<file path="src/rtl/mem_req_arbiter_if.sv">
// rtl/mem_req_arbiter_if.sv - requester and memory-controller signal bundle for mem_req_arbiter
interface mem_req_arbiter_if;
    logic        rdy_in;
    logic        flush_in;

    logic        ic_req_in;
    logic [31:0] ic_addr_in;
    logic        ic_grant_out;
    logic        ic_done_out;

    logic        lsb_req_in;
    logic [31:0] lsb_addr_in;
    logic [31:0] lsb_data_in;
    logic        lsb_r_nw_in;
    logic [2:0]  lsb_type_in;
    logic        lsb_grant_out;
    logic        lsb_done_out;

    logic [31:0] rdata_out;

    logic        mc_activate_out;
    logic [31:0] mc_addr_out;
    logic [31:0] mc_data_out;
    logic        mc_r_nw_out;
    logic [2:0]  mc_type_out;
    logic [1:0]  mc_src_out;
    logic [31:0] mc_data_in;
    logic        mc_done_in;

    modport slave (
        input  rdy_in, flush_in,
        input  ic_req_in, ic_addr_in,
        input  lsb_req_in, lsb_addr_in, lsb_data_in, lsb_r_nw_in, lsb_type_in,
        input  mc_data_in, mc_done_in,
        output ic_grant_out, ic_done_out, lsb_grant_out, lsb_done_out, rdata_out,
        output mc_activate_out, mc_addr_out, mc_data_out, mc_r_nw_out, mc_type_out, mc_src_out
    );

    modport master (
        output rdy_in, flush_in,
        output ic_req_in, ic_addr_in,
        output lsb_req_in, lsb_addr_in, lsb_data_in, lsb_r_nw_in, lsb_type_in,
        output mc_data_in, mc_done_in,
        input  ic_grant_out, ic_done_out, lsb_grant_out, lsb_done_out, rdata_out,
        input  mc_activate_out, mc_addr_out, mc_data_out, mc_r_nw_out, mc_type_out, mc_src_out
    );
endinterface

</file>
<file path="src/rtl/mem_req_arbiter.sv">
// rtl/mem_req_arbiter.sv - icache/LSB arbiter for a single-port memory controller; ARB_STARVE_GUARD_EN enables the icache starvation guard
module mem_req_arbiter #(
    parameter int STARVE_LIMIT = 4,
    parameter int CNT_W        = 3
) (
    input  logic             clk_in,
    input  logic             rst_n_in,
    mem_req_arbiter_if.slave bus
);

    typedef enum logic {
        IDLE = 1'b0,
        BUSY = 1'b1
    } state_t;

    localparam logic [1:0] SRC_NONE = 2'b00;
    localparam logic [1:0] SRC_LSB  = 2'b01;
    localparam logic [1:0] SRC_IC   = 2'b10;

    // Counter must be able to represent the limit
    if (CNT_W < 1 || STARVE_LIMIT < 1 || STARVE_LIMIT >= (1 << CNT_W)) begin : g_bad_params
        $error("mem_req_arbiter: STARVE_LIMIT does not fit in CNT_W bits");
    end

    state_t state;
    logic   cool;      // completion cycle: no arbitration, owner's request is masked
    logic   discard;   // in-flight icache result must be dropped
    logic   starve;    // icache has waited too long, it wins the next arbitration
    logic   pick_ic;
    logic   pick_lsb;

    // Arbitration decision for the current IDLE cycle
    always_comb begin
        pick_ic  = 1'b0;
        pick_lsb = 1'b0;
        if (state == IDLE && !cool) begin
            if (starve && bus.ic_req_in) begin
                pick_ic = 1'b1;
            end else if (bus.lsb_req_in) begin
                pick_lsb = 1'b1;
            end else if (bus.ic_req_in) begin
                pick_ic = 1'b1;
            end
        end
    end

    // Main IDLE/BUSY controller with registered outputs
    always_ff @(posedge clk_in or negedge rst_n_in) begin
        if (!rst_n_in) begin
            state               <= IDLE;
            cool                <= 1'b0;
            discard             <= 1'b0;
            bus.ic_grant_out    <= 1'b0;
            bus.ic_done_out     <= 1'b0;
            bus.lsb_grant_out   <= 1'b0;
            bus.lsb_done_out    <= 1'b0;
            bus.rdata_out       <= 32'h0;
            bus.mc_activate_out <= 1'b0;
            bus.mc_addr_out     <= 32'h0;
            bus.mc_data_out     <= 32'h0;
            bus.mc_r_nw_out     <= 1'b1;
            bus.mc_type_out     <= 3'b000;
            bus.mc_src_out      <= SRC_NONE;
        end else if (bus.rdy_in) begin
            bus.ic_grant_out  <= 1'b0;
            bus.ic_done_out   <= 1'b0;
            bus.lsb_grant_out <= 1'b0;
            bus.lsb_done_out  <= 1'b0;
            cool              <= 1'b0;
            case (state)
                IDLE: begin
                    if (pick_lsb) begin
                        bus.lsb_grant_out   <= 1'b1;
                        bus.mc_activate_out <= 1'b1;
                        bus.mc_addr_out     <= bus.lsb_addr_in;
                        bus.mc_data_out     <= bus.lsb_data_in;
                        bus.mc_r_nw_out     <= bus.lsb_r_nw_in;
                        bus.mc_type_out     <= bus.lsb_type_in;
                        bus.mc_src_out      <= SRC_LSB;
                        state               <= BUSY;
                    end else if (pick_ic) begin
                        bus.ic_grant_out    <= 1'b1;
                        bus.mc_activate_out <= 1'b1;
                        bus.mc_addr_out     <= bus.ic_addr_in;
                        bus.mc_data_out     <= 32'h0;
                        bus.mc_r_nw_out     <= 1'b1;
                        bus.mc_type_out     <= 3'b000;
                        bus.mc_src_out      <= SRC_IC;
                        state               <= BUSY;
                    end
                end
                BUSY: begin
                    if (bus.mc_src_out == SRC_IC && bus.flush_in) begin
                        discard <= 1'b1;
                    end
                    if (bus.mc_done_in) begin
                        state               <= IDLE;
                        cool                <= 1'b1;
                        discard             <= 1'b0;
                        bus.mc_activate_out <= 1'b0;
                        bus.mc_src_out      <= SRC_NONE;
                        bus.mc_r_nw_out     <= 1'b1;
                        if (bus.mc_src_out == SRC_IC) begin
                            // A flush arriving with the completion still drops it
                            if (!(discard || bus.flush_in)) begin
                                bus.ic_done_out <= 1'b1;
                                bus.rdata_out   <= bus.mc_data_in;
                            end
                        end else begin
                            bus.lsb_done_out <= 1'b1;
                            if (bus.mc_r_nw_out) begin
                                bus.rdata_out <= bus.mc_data_in;
                            end
                        end
                    end
                end
                default: state <= IDLE;
            endcase
        end
    end

`ifdef ARB_STARVE_GUARD_EN
    logic [CNT_W-1:0] starve_cnt;

    // Count LSB wins that overtook a waiting icache request
    always_ff @(posedge clk_in or negedge rst_n_in) begin
        if (!rst_n_in) begin
            starve_cnt <= '0;
            starve     <= 1'b0;
        end else if (bus.rdy_in) begin
            if ((state == IDLE && !bus.ic_req_in) || pick_ic) begin
                starve_cnt <= '0;
                starve     <= 1'b0;
            end else if (pick_lsb && bus.ic_req_in) begin
                starve_cnt <= starve_cnt + 1'b1;
                if (starve_cnt == CNT_W'(STARVE_LIMIT - 1)) begin
                    starve <= 1'b1;
                end
            end
        end
    end
`else
    assign starve = 1'b0;
`endif

endmodule

</file>
<file path="src/flat_wrapper.sv">
// flat-port wrapper written by rule: the top's interface ports become plain ports
module mem_req_arbiter_flat 
#(
    parameter int STARVE_LIMIT = 4,
    parameter int CNT_W        = 3
)
  (clk_in, rst_n_in, bus_rdy_in, bus_flush_in, bus_ic_req_in, bus_ic_addr_in, bus_lsb_req_in, bus_lsb_addr_in, bus_lsb_data_in, bus_lsb_r_nw_in, bus_lsb_type_in, bus_mc_data_in, bus_mc_done_in, bus_ic_grant_out, bus_ic_done_out, bus_lsb_grant_out, bus_lsb_done_out, bus_rdata_out, bus_mc_activate_out, bus_mc_addr_out, bus_mc_data_out, bus_mc_r_nw_out, bus_mc_type_out, bus_mc_src_out);
  mem_req_arbiter_if bus_i ();
  input  logic clk_in;
  input  logic rst_n_in;
  input wire logic [$bits(bus_i.rdy_in)-1:0] bus_rdy_in;
  input wire logic [$bits(bus_i.flush_in)-1:0] bus_flush_in;
  input wire logic [$bits(bus_i.ic_req_in)-1:0] bus_ic_req_in;
  input wire logic [$bits(bus_i.ic_addr_in)-1:0] bus_ic_addr_in;
  input wire logic [$bits(bus_i.lsb_req_in)-1:0] bus_lsb_req_in;
  input wire logic [$bits(bus_i.lsb_addr_in)-1:0] bus_lsb_addr_in;
  input wire logic [$bits(bus_i.lsb_data_in)-1:0] bus_lsb_data_in;
  input wire logic [$bits(bus_i.lsb_r_nw_in)-1:0] bus_lsb_r_nw_in;
  input wire logic [$bits(bus_i.lsb_type_in)-1:0] bus_lsb_type_in;
  input wire logic [$bits(bus_i.mc_data_in)-1:0] bus_mc_data_in;
  input wire logic [$bits(bus_i.mc_done_in)-1:0] bus_mc_done_in;
  output wire logic [$bits(bus_i.ic_grant_out)-1:0] bus_ic_grant_out;
  output wire logic [$bits(bus_i.ic_done_out)-1:0] bus_ic_done_out;
  output wire logic [$bits(bus_i.lsb_grant_out)-1:0] bus_lsb_grant_out;
  output wire logic [$bits(bus_i.lsb_done_out)-1:0] bus_lsb_done_out;
  output wire logic [$bits(bus_i.rdata_out)-1:0] bus_rdata_out;
  output wire logic [$bits(bus_i.mc_activate_out)-1:0] bus_mc_activate_out;
  output wire logic [$bits(bus_i.mc_addr_out)-1:0] bus_mc_addr_out;
  output wire logic [$bits(bus_i.mc_data_out)-1:0] bus_mc_data_out;
  output wire logic [$bits(bus_i.mc_r_nw_out)-1:0] bus_mc_r_nw_out;
  output wire logic [$bits(bus_i.mc_type_out)-1:0] bus_mc_type_out;
  output wire logic [$bits(bus_i.mc_src_out)-1:0] bus_mc_src_out;
  assign bus_i.rdy_in = bus_rdy_in;
  assign bus_i.flush_in = bus_flush_in;
  assign bus_i.ic_req_in = bus_ic_req_in;
  assign bus_i.ic_addr_in = bus_ic_addr_in;
  assign bus_i.lsb_req_in = bus_lsb_req_in;
  assign bus_i.lsb_addr_in = bus_lsb_addr_in;
  assign bus_i.lsb_data_in = bus_lsb_data_in;
  assign bus_i.lsb_r_nw_in = bus_lsb_r_nw_in;
  assign bus_i.lsb_type_in = bus_lsb_type_in;
  assign bus_i.mc_data_in = bus_mc_data_in;
  assign bus_i.mc_done_in = bus_mc_done_in;
  assign bus_ic_grant_out = bus_i.ic_grant_out;
  assign bus_ic_done_out = bus_i.ic_done_out;
  assign bus_lsb_grant_out = bus_i.lsb_grant_out;
  assign bus_lsb_done_out = bus_i.lsb_done_out;
  assign bus_rdata_out = bus_i.rdata_out;
  assign bus_mc_activate_out = bus_i.mc_activate_out;
  assign bus_mc_addr_out = bus_i.mc_addr_out;
  assign bus_mc_data_out = bus_i.mc_data_out;
  assign bus_mc_r_nw_out = bus_i.mc_r_nw_out;
  assign bus_mc_type_out = bus_i.mc_type_out;
  assign bus_mc_src_out = bus_i.mc_src_out;
  mem_req_arbiter #(.STARVE_LIMIT(STARVE_LIMIT), .CNT_W(CNT_W)) u_core (.clk_in(clk_in), .rst_n_in(rst_n_in), .bus(bus_i));
endmodule
</file>
<file path="config.mk">
export PLATFORM = sky130hd
export DESIGN_NAME = mem_req_arbiter_flat
export DESIGN_NICKNAME = d
export VERILOG_FILES = /design/src/rtl/mem_req_arbiter_if.sv /design/src/rtl/mem_req_arbiter.sv /design/src/flat_wrapper.sv
export SDC_FILE = /design/constraint.sdc
export NUM_CORES = 1
export LEC_CHECK = 0
export BUFFER_PORTS_ARGS = -buffer_cell sky130_fd_sc_hd__buf_2
export CAP_MARGIN = 40
export CELL_PAD_IN_SITES_DETAIL_PLACEMENT = 1
export CELL_PAD_IN_SITES_GLOBAL_PLACEMENT = 1
export CORE_MARGIN = 2
export CORE_UTILIZATION = 34
export CTS_BUF_LIST = sky130_fd_sc_hd__clkbuf_4
export DETAILED_ROUTE_END_ITERATION = 10
export PLACE_DENSITY = 0.8
export SYNTH_ARGS = -nofsm -noshare
export SYNTH_HDL_FRONTEND = slang
export SYNTH_SLANG_ARGS = --single-unit
</file>
<file path="constraint.sdc">
create_clock -name clk_in -period 2 [get_ports clk_in]
set_input_delay 0.1 -clock clk_in [delete_from_list [all_inputs] [get_ports clk_in]]
set_output_delay 0.1 -clock clk_in [all_outputs]
set_load 0.005 [all_outputs]
</file>
==> results of run 1 <==
cells in the mapped netlist (2+ instances only):
cell type and count:
o21ai_0 38, nand2_1 37, mux2_1 30, mux2_2 2, buf_2 4, dfrtp_1 109, a22o_1 35, clkbuf_1 15
inv_1 6, mux2i_1 32, nand2b_1 2, buf_8 3
repair_timing:
item                                   4_1_cts  5_1_grt
resized for setup                            0        1
endpoints found under the hold margin      216        0
hold buffers                               138        0
setup endpoints to repair                    0        4
routing by layer:
metal  global-route usage, %  up-vias
met5                       0        -
met4                    13.3        0
met3                    6.33       48
met2                    45.3      200
met1                    26.2     2094
li1                        -     1946
power groups by stage:
stage	Sequential [mW]	Clock, mW	Combinational (mW)
after floorplan	3.84	0	1.17
after CTS	3.76	1.01	3.04
final	3.83	0.994	3.15
after global placement	3.74	0	2.69
after detailed placement	3.79	0	2.83
after global routing	3.95	1.12	3.46
cell families (layout without fill, tap and decap cells):
kind of cell           after synthesis  count (layout)
buffers and inverters               28             415
muxes                               64              64
other                                0               4
AOI/OAI and AO/OA                   82              82
DFF                                110             110
and+or+nand+nor                     47              47
registers in the layout (all words and copies together) (netlist names), 2 cells and up:
| name | count |
|---|---|
| u_core.bus.rdata_out | 32 |
| u_core.bus.mc_src_out | 2 |
| u_core.bus.mc_data_out | 32 |
| u_core.bus.mc_addr_out | 32 |
| u_core.bus.mc_type_out | 3 |
how the worst max path moves through the flow:
stage / endpoint / slack (ps) / cells after the start
2_1_floorplan: u_core.bus.rdata_out[10] / 200 / 5
3_3_place_gp: u_core.bus.rdata_out[2] / 180 / 5
3_5_place_dp: u_core.bus.rdata_out[7] / 120 / 5
4_1_cts: u_core.bus.rdata_out[7] / 80 / 5
5_1_grt: u_core.bus.rdata_out[8] / 10 / 5
6_report: u_core.bus.rdata_out[4] / 100 / 5
cell type report:
| cell class | instances | area, µm² |
|---|---|---|
| diodes | 4 | 10.0 |
| clock buffers | 9 | 67.6 |
| clock inverters | 7 | 40.0 |
| fillers | 1386 | 5260 |
| inverters | 6 | 22.5 |
| multi-input cells | 193 | 1450 |
| flip-flops and latches | 110 | 2760 |
| well taps | 172 | 215 |
| repair buffers | 393 | 2750 |
critical path, cell delays in order, from the launching register on:
cell and delay, ps:
dfrtp_2 460, nand3_2 80, or4_1 510, o21ai_2 120
buf_4 250, mux2_1 370
through the flow:
stage          hold WS [ps]  utilization (%)
6_report               52.0             58.2
3_5_place_dp           52.2             46.2
5_1_grt                42.6             58.2
3_3_place_gp           45.3             46.2
2_1_floorplan          -196                -
4_1_cts                5.53             58.1
==> results.sh, run 1 <==
export IMPL_final_cell_mix="buf_2, dlygate4sd3_1, dfrtp_1, o21ai_0, nand2_1"
export IMPL_die_h_um=117
export IMPL_crit_arrival_ps=2270
export IMPL_synth_xor_area_share_pct=0
export IMPL_die_w_um=117
export IMPL_r2r_start="u_core.state"
export IMPL_p_leak_nw=3.66
export IMPL_seqPwrFrac_pct=48.0
export IMPL_h_tree_depth=3
export IMPL_critPathCaptureType="flip-flop"
export IMPL_seq_area_frac_synth_pct=63.3
export IMPL_tightestPinTransition_ps=505
export IMPL_setup_slack_ps=98.8
export IMPL_dp_hpwl_mm=9.15
export IMPL_setup_tns_ps=0
export IMPL_netlist_area_um2=4350
export IMPL_hp_class="in2reg"
export IMPL_power_density_nw_per_um2=1090
export IMPL_root_buffer="clkbuf_4"
export IMPL_start_kind="flip-flop"
export IMPL_ant_nets=0
export IMPL_top_layer_used="met4"
export IMPL_syn_to_final_growth_pct=68.1
export IMPL_min_path_cells=3
export IMPL_rsz0062_at_grt="false"
export IMPL_via_per_inst=4.80
export IMPL_numCtsBuffers=9
export IMPL_synth_distinct_cells=30
export IMPL_postSynthNetCount=470
export IMPL_reg2reg_depth=5
export IMPL_worstSetupPathType="reg2reg"
export IMPL_ir_worst_vdd_mv=0.653
export IMPL_fp_coreArea_um2=12600
export IMPL_p_sw_mw=2.84
export IMPL_yosysWarnings=0
export IMPL_boundaryPins=246
export IMPL_synth_compound_area_share_pct=13.0
export IMPL_clk_latency_ps=480
export IMPL_reg2reg_slack_ps=100
export IMPL_path_max_fanout=12
export IMPL_final_area_um2=7310
export IMPL_synthSimpleGateAreaFrac_pct=4.72
export IMPL_synth_ff_latch_count=110
export IMPL_die_area_um2=13700
export IMPL_wl_met2_mm=9.36
export IMPL_routedWlPerCell_um=19.2
export IMPL_power_frac_comb_pct=39.5
export IMPL_met1_length_mm=6.08
export IMPL_row_count=41
export IMPL_required_ps=2370
export IMPL_synthMuxAreaShare_pct=15.6
export IMPL_relSlewSlack_pct=66.1
export IMPL_routed_wl_mm=17.2
export IMPL_place_ws_ps=121
export IMPL_final_layout_size_suffix_gt1_share_pct=38.2
export IMPL_cts_sinks=110
export IMPL_place_congestion=0.749
export IMPL_cts_tree="yes"
export IMPL_synth_async_reset_ratio_pct=100
export IMPL_vias=4288
export IMPL_cts_max_path_buffers=2
export IMPL_syn_inst=331
export IMPL_synth_top_area_cell="dfrtp_1"
export IMPL_fin_cells=894
export IMPL_fin_crit_ps=1900
export IMPL_grt_pass1_wl_mm=25.4
export IMPL_start_util_pct=34.6
export IMPL_antenna_found_initial=4
export IMPL_clkSlewWorstSetupHoldPaths_ps=180
export IMPL_final_common_cell="buf_2"
export IMPL_startpoint="u_core.state"
export IMPL_outcome="complete, no violations"
export IMPL_drt_iter0_markers=141
export IMPL_place_inst=736
export IMPL_grt_max_degree=64
export IMPL_power_mw=7.98
export IMPL_switching_share_pct=35.6
export IMPL_synthAdderAreaFrac_pct=0
export IMPL_synthFlopType="dfrtp_1"
export IMPL_synth_top_family_by_area="multiplexers"
export IMPL_fin_nets=852
export IMPL_grt_pass1_vias=4902
export IMPL_finalHoldViolCount=0
export IMPL_drt_pass1_iterations=4
export IMPL_drc=0
export IMPL_timing_rr_end="u_core.bus.rdata_out[4]"
export IMPL_finClkSkew_ps=29.6
export IMPL_netlist_area_leader_share_pct=62.7
export IMPL_post_cts_buffers=0
export IMPL_clock_power_share_pct=12.5
export IMPL_maxSlewViolCount=0
export IMPL_whs_endpoint="u_core.bus.mc_addr_out[0]"
export IMPL_place_area_um2=5810
export IMPL_grt_usage_pct=24.8
export IMPL_io_buffers=245
export IMPL_hold_path_startpoint="bus_lsb_addr_in[0]"
export IMPL_grt_ovfl_total=0
export IMPL_dr_wl_met3_mm=1.04
export IMPL_synth_edf_count=0
export IMPL_avgSynthCellArea_um2=13.1
export IMPL_max_freq_mhz=526
export IMPL_max_cap_violations=0
export IMPL_setup_viol=0
export IMPL_synth_area_leaders="dfrtp_1, mux2_1, mux2i_1, a22o_1, o21ai_0"
export IMPL_intPower_mw=5.14
export IMPL_period_share_pct=95.1
Power figures use the tool's default switching activity.
==> inputs of run 2 (changes only) <==
--- a/config.mk
+++ b/config.mk
@@ -7,2 +7,3 @@
 export LEC_CHECK = 0
+export ABC_AREA = 1
 export BUFFER_PORTS_ARGS = -buffer_cell sky130_fd_sc_hd__buf_2
@@ -12,6 +13,6 @@
 export CORE_MARGIN = 2
-export CORE_UTILIZATION = 34
+export CORE_UTILIZATION = 32
 export CTS_BUF_LIST = sky130_fd_sc_hd__clkbuf_4
 export DETAILED_ROUTE_END_ITERATION = 10
-export PLACE_DENSITY = 0.8
+export PLACE_DENSITY = 0.79
 export SYNTH_ARGS = -nofsm -noshare
--- a/constraint.sdc
+++ b/constraint.sdc
@@ -3,2 +3,2 @@
 set_output_delay 0.1 -clock clk_in [all_outputs]
-set_load 0.005 [all_outputs]
+set_load 0.05 [all_outputs]
==> run 2 against run 1 <==
Against the previous run: clock power up 8%; flip-flop and latch count unchanged; setup slack gained 17 ps; final cell count increased by 29%; hold slack gained 31 ps; global-route usage decreased by 0.27 points; register-to-register slack better by 20 ps; routed wire length is 13% higher; sequential power is essentially flat; power up 48%; critical path type unchanged; critical endpoint is now u_core.bus.mc_addr_out[27].
==> results.sh, run 2 <==
export IMPL_outcome="complete, no violations"
export IMPL_grt_max_degree=68
export IMPL_synth_area_leaders="dfrtp_1, nand2_1, nand3_1, buf_2, buf_6"
export IMPL_p_leak_nw=4.39
export IMPL_synth_edf_count=0
export IMPL_drt_iter0_markers=244
export IMPL_vias=5324
export IMPL_synth_xor_area_share_pct=0
export IMPL_hp_class="in2reg"
export IMPL_die_area_um2=15700
export IMPL_clk_latency_ps=470
export IMPL_crit_top_cell="nand2_1"
export IMPL_power_density_nw_per_um2=1540
export IMPL_place_inst=997
export IMPL_synth_compound_area_share_pct=0.850
export IMPL_grt_pass1_wl_mm=30.8
export IMPL_numCtsBuffers=9
export IMPL_worstSetupPathType="reg2reg"
export IMPL_path_buf_inv=2
export IMPL_final_layout_size_suffix_gt1_share_pct=29.6
export IMPL_synth_async_reset_ratio_pct=100
export IMPL_timing_rr_end="u_core.bus.mc_addr_out[27]"
export IMPL_rsz0062_at_grt="false"
export IMPL_drt_pass1_iterations=4
export IMPL_dp_hpwl_mm=10.6
export IMPL_synthMuxAreaShare_pct=0
export IMPL_cp_slowest_stage_delay_ps=560
export IMPL_synth_common_cells="nand2_1, dfrtp_1, nand3_1, buf_2, inv_1"
export IMPL_max_freq_mhz=531
export IMPL_routedWlPerCell_um=16.7
export IMPL_root_buffer="clkbuf_4"
export IMPL_synth_top_family_by_area="simple AND/OR/NAND/NOR gates"
export IMPL_fillers=1803
export IMPL_critPathCaptureType="flip-flop"
export IMPL_syn_to_final_growth_pct=62.5
export IMPL_via_per_inst=4.61
export IMPL_yosysWarnings=0
export IMPL_h_tree_depth=3
export IMPL_setup_viol=0
export IMPL_grt_usage_pct=24.5
export IMPL_cpLargestDelayFamily="buffers and inverters"
export IMPL_tightestPinTransition_ps=658
export IMPL_period_share_pct=94.2
export IMPL_ant_nets=0
export IMPL_avgSynthCellArea_um2=8.04
export IMPL_hold_path_startpoint="bus_ic_req_in"
export IMPL_ir_worst_vdd_mv=0.801
export IMPL_max_cap_violations=0
export IMPL_final_common_cell="nand2_1"
export IMPL_maxSlewViolCount=0
export IMPL_clkSlewWorstSetupHoldPaths_ps=170
export IMPL_synth_ff_latch_count=110
export IMPL_row_count=44
export IMPL_routed_wl_mm=19.3
export IMPL_start_util_pct=32.5
export IMPL_synth_top_area_cell="dfrtp_1"
export IMPL_netlist_area_um2=4710
export IMPL_whs_endpoint="u_core.bus.mc_r_nw_out"
export IMPL_io_buffers=245
export IMPL_grt_ovfl_total=0
export IMPL_die_h_um=125
export IMPL_grt_pass1_vias=5936
export IMPL_reg_largest_list="u_core.bus.mc_addr_out x32, u_core.bus.mc_data_out x32, u_core.bus.rdata_out x32"
export IMPL_fin_cells=1156
export IMPL_relSlewSlack_pct=56.0
export IMPL_r2r_start="u_core.state"
export IMPL_antenna_found_initial=3
export IMPL_finalHoldViolCount=0
export IMPL_synthSimpleGateAreaFrac_pct=36.2
export IMPL_path_max_fanout=18
export IMPL_min_path_cells=7
export IMPL_cp_slowest_cell="dlygate4sd3_1"
export IMPL_seq_area_frac_synth_pct=58.5
export IMPL_finClkSkew_ps=22.6
export IMPL_postSynthNetCount=725
export IMPL_syn_inst=586
export IMPL_required_ps=2380
export IMPL_start_kind="flip-flop"
export IMPL_boundaryPins=246
export IMPL_reg2reg_depth=8
export IMPL_netlist_area_leader_share_pct=57.9
export IMPL_cts_max_path_buffers=2
export IMPL_fin_crit_ps=1880
export IMPL_synth_distinct_cells=16
export IMPL_drc=0
export IMPL_path_cells="nor2_4 > nand2_2 > buf_4 > nand2_1 > nand2_1 > dlygate4sd3_1 > nand2_1 > nand2_1"
export IMPL_final_cell_mix="nand2_1, buf_2, dlygate4sd3_1, dfrtp_1, nand3_1"
export IMPL_place_congestion=0.755
export IMPL_fp_coreArea_um2=14500
export IMPL_yosysMostFrequentCell="nand2_1"
export IMPL_reg2reg_slack_ps=120
export IMPL_setup_tns_ps=0
export IMPL_die_w_um=125
export IMPL_synthFlopType="dfrtp_1"
export IMPL_cts_sinks=110
export IMPL_crit_arrival_ps=2260
export IMPL_cts_tree="yes"
export IMPL_fin_nets=1103
export IMPL_synthAdderAreaFrac_pct=0
[run 2: where the power goes]
part,internal (mW),switching [mW]
Combinational,1.63,5.29
Sequential,3.22,0.600
Clock,0.276,0.791
[run 2: worst max path at each step]
stage	slack, ps	from	cells past startpoint	to
final	120	u_core.state	8	u_core.bus.mc_addr_out[27]
after global routing	9	u_core.state	8	u_core.bus.mc_addr_out[4]
after CTS	20	u_core.state	8	u_core.bus.mc_addr_out[22]
after detailed placement	440	u_core.state	6	u_core.bus.rdata_out[22]
after global placement	480	u_core.state	7	u_core.bus.mc_r_nw_out
after floorplan	550	u_core.bus.mc_src_out[1]	6	u_core.bus.rdata_out[22]
[run 2: stage by stage]
| step | instance area, µm² | total power [mW] | utilization (%) | hold WS (ps) | worst slack [ps] |
|---|---|---|---|---|---|
| after CTS | 7630 | 11.7 | 52.7 | 44.8 | 18.5 |
| after floorplan | 4710 | 8.61 | - | -196 | 548 |
| after global placement | 6120 | 10.2 | 42.3 | 107 | 476 |
| final | 7660 | 11.8 | 52.9 | 82.9 | 116 |
| after detailed placement | 6120 | 10.3 | 42.3 | 115 | 437 |
| after global routing | 7660 | 12.4 | 52.9 | 63.1 | 9.47 |
[run 2: area by class of cell]
| class | count | area (µm²) | share of cell area (%) |
|---|---|---|---|
| clock buffers | 10 | 75.1 | 0.981 |
| inverters | 11 | 43.8 | 0.572 |
| flip-flops and latches | 110 | 2760 | 36.0 |
| diodes | 3 | 7.51 | 0.0981 |
| multi-input cells | 437 | 1740 | 22.8 |
| repair buffers | 395 | 2750 | 36.0 |
| well taps | 184 | 230 | 3.01 |
| clock inverters | 6 | 46.3 | 0.605 |
[run 2: tightest hold or removal path, cell delays in order]
cell	delay (ps)
buf_2	110
inv_1	40
nor2_1	40
nand2_1	50
nand2_1	60
nand3_1	90
nand2_1	60
[run 2: cells by family after synthesis]
group	after synthesis
flops	110
compound gates	7
buf+inv	39
simple gates	430
[run 2: timing repair]
| action | 4_1_cts | 5_1_grt |
|---|---|---|
| endpoints found under the setup margin | 0 | 6 |
| buffers inserted | 0 | 2 |
| hold endpoints to repair | 217 | 0 |
| hold buffers | 138 | 0 |
| gates resized for setup | 0 | 4 |
[run 2: per-layer routing]
layer | GRT usage [%] | up-vias | wire length, µm
met4 | 10.8 | 0 | 639
met2 | 44.2 | 195 | 9990
met1 | 28.3 | 2544 | 7780
li1 | - | 2540 | -
met5 | 0 | - | 0
met3 | 4.75 | 45 | 921
==> inputs of run 3 (changes only) <==
Settings changed: CORE_MARGIN 2 to unset, RECOVER_POWER set to 25, SLEW_MARGIN set to 20.
==> run 3 against run 2 <==
Against the previous run: global-route usage increased by 1.5 points; power down 1.1%; via count increased by 1.8%; highest routed layer unchanged; clock skew is 3.3 ps lower; routed wire length up 0.66%; sequential power about the same; die area shrank 3.2%; hold slack lost 37 ps; core utilization rose by 1.1 points.
==> results.sh, run 3 (synthesized netlist as in run 2, its figures left out) <==
export IMPL_hold_ws_ps=45.6
export IMPL_max_cap_violations=0
export IMPL_fin_crit_ps=1620
export IMPL_antenna_found_initial=2
export IMPL_cp_slowest_stage_delay_ps=800
export IMPL_cts_tree="yes"
export IMPL_outcome="complete, no violations"
export IMPL_cts_resized=0
export IMPL_path_max_fanout=38
export IMPL_crit_top_cell="clkbuf_2"
export IMPL_die_area_um2=15200
export IMPL_fp_coreArea_um2=14100
export IMPL_fin_nets=1103
export IMPL_final_common_cell="nand2_1"
export IMPL_root_buffer="clkbuf_4"
export IMPL_h_tree_depth=3
export IMPL_period_share_pct=81.1
export IMPL_via_per_inst=4.71
export IMPL_grt_max_degree=44
export IMPL_hp_class="in2reg"
export IMPL_holdBufCountCts=137
export IMPL_path_cells="dlygate4sd3_1 > clkbuf_2 > clkbuf_2"
export IMPL_reg_largest_list="u_core.bus.mc_addr_out x32, u_core.bus.mc_data_out x32, u_core.bus.rdata_out x32"
export IMPL_place_congestion=0.765
export IMPL_rsz0062_at_grt="false"
export IMPL_grt_pass1_vias=6041
export IMPL_routedWlPerCell_um=16.9
export IMPL_boundaryPins=246
export IMPL_drc=0
export IMPL_ir_worst_vdd_mv=0.946
export IMPL_maxSlewViolCount=0
export IMPL_numCtsBuffers=9
export IMPL_die_w_um=123
export IMPL_start_util_pct=33.4
export IMPL_post_cts_buffers=0
export IMPL_row_count=43
export IMPL_crit_arrival_ps=2160
export IMPL_p_leak_nw=4.37
export IMPL_required_ps=2540
export IMPL_place_area_um2=6140
export IMPL_setup_viol=0
export IMPL_dp_hpwl_mm=10.8
export IMPL_power_density_nw_per_um2=1530
export IMPL_finalHoldViolCount=0
export IMPL_grt_pass1_wl_mm=29.8
export IMPL_routed_wl_mm=19.5
export IMPL_setup_tns_ps=0
export IMPL_tightestPinTransition_ps=1060
export IMPL_worstSetupPathType="in2async"
export IMPL_io_buffers=245
export IMPL_cts_sinks=110
export IMPL_ant_nets=0
export IMPL_critPathCaptureType="asynchronous set/reset pin"
export IMPL_relSlewSlack_pct=29.0
export IMPL_drt_pass1_iterations=4
export IMPL_finClkSkew_ps=19.3
export IMPL_syn_to_final_growth_pct=61.5
export IMPL_vias=5418
export IMPL_final_layout_size_suffix_gt1_share_pct=29.4
export IMPL_clkSlewWorstSetupHoldPaths_ps=160
export IMPL_drt_iter0_markers=153
export IMPL_start_kind="primary input"
export IMPL_cp_slowest_cell="clkbuf_2"
export IMPL_grt_usage_pct=26.0
export IMPL_die_h_um=123
export IMPL_cts_max_path_buffers=2
export IMPL_clk_latency_ps=460
export IMPL_final_area_um2=7610
export IMPL_final_cell_mix="nand2_1, buf_2, dlygate4sd3_1, dfrtp_1, nand3_1"
export IMPL_max_freq_mhz=616
export IMPL_grt_ovfl_total=0
==> run 3: report_power, final <==
group	switching, mW	total, mW	internal [mW]
Sequential	0.598	3.81	3.22
Combinational	5.30	6.87	1.57
Clock	0.735	0.981	0.246
==> run 3: critical path, delay by kind of cell <==
| family | cells | cell delay (ps) |
|---|---|---|
| buffers and inverters | 3 | 2030 |
==> run 3: final cells by class <==
class | count | area (µm²)
timing repair buffer | 395 | 2730
fill | 1775 | 6490
clock inverter | 6 | 38.8
clock buffer | 9 | 67.6
multi-input combinational | 437 | 1740
sequential | 110 | 2750
tap | 180 | 225
antenna | 2 | 5.00
inverter | 11 | 41.3
==> run 3: final timing paths <==
check | start | end | slack [ps] | cells past startpoint
worst min-delay path | bus_lsb_req_in | u_core.bus.mc_src_out[1] | 50 | 4
worst min register to register | u_core.bus.mc_data_out[16] | u_core.bus.mc_data_out[16] | 490 | 2
worst max-delay path | rst_n_in | u_core.bus.mc_addr_out[27] | 380 | 3
max in group clk_in | u_core.state | u_core.bus.mc_addr_out[30] | 420 | 7
worst max register to register | u_core.state | u_core.bus.mc_addr_out[30] | 420 | 7
min in group asynchronous | rst_n_in | u_core.bus.rdata_out[25] | 360 | 2
==> run 3: per-layer routing <==
metal | GRT usage, % | vias up | routed length, µm
met2 | 46.8 | 232 | 10200
met4 | 18.1 | 0 | 1110
li1 | - | 2536 | -
met1 | 26.4 | 2562 | 6970
met5 | 0 | - | 0
met3 | 6.37 | 88 | 1210
==> run 3: through the flow <==
stage               utilization (%)  setup WS (ps)  power [mW]  instances
finish                         54.0            377        11.7       1150
detailed placement             43.6            451        10.4        996
global route                   54.0            141        12.3       1150
CTS                            54.0            422        11.6       1148
floorplan                         -            548        8.61        586
global placement               43.6            523        10.3        996
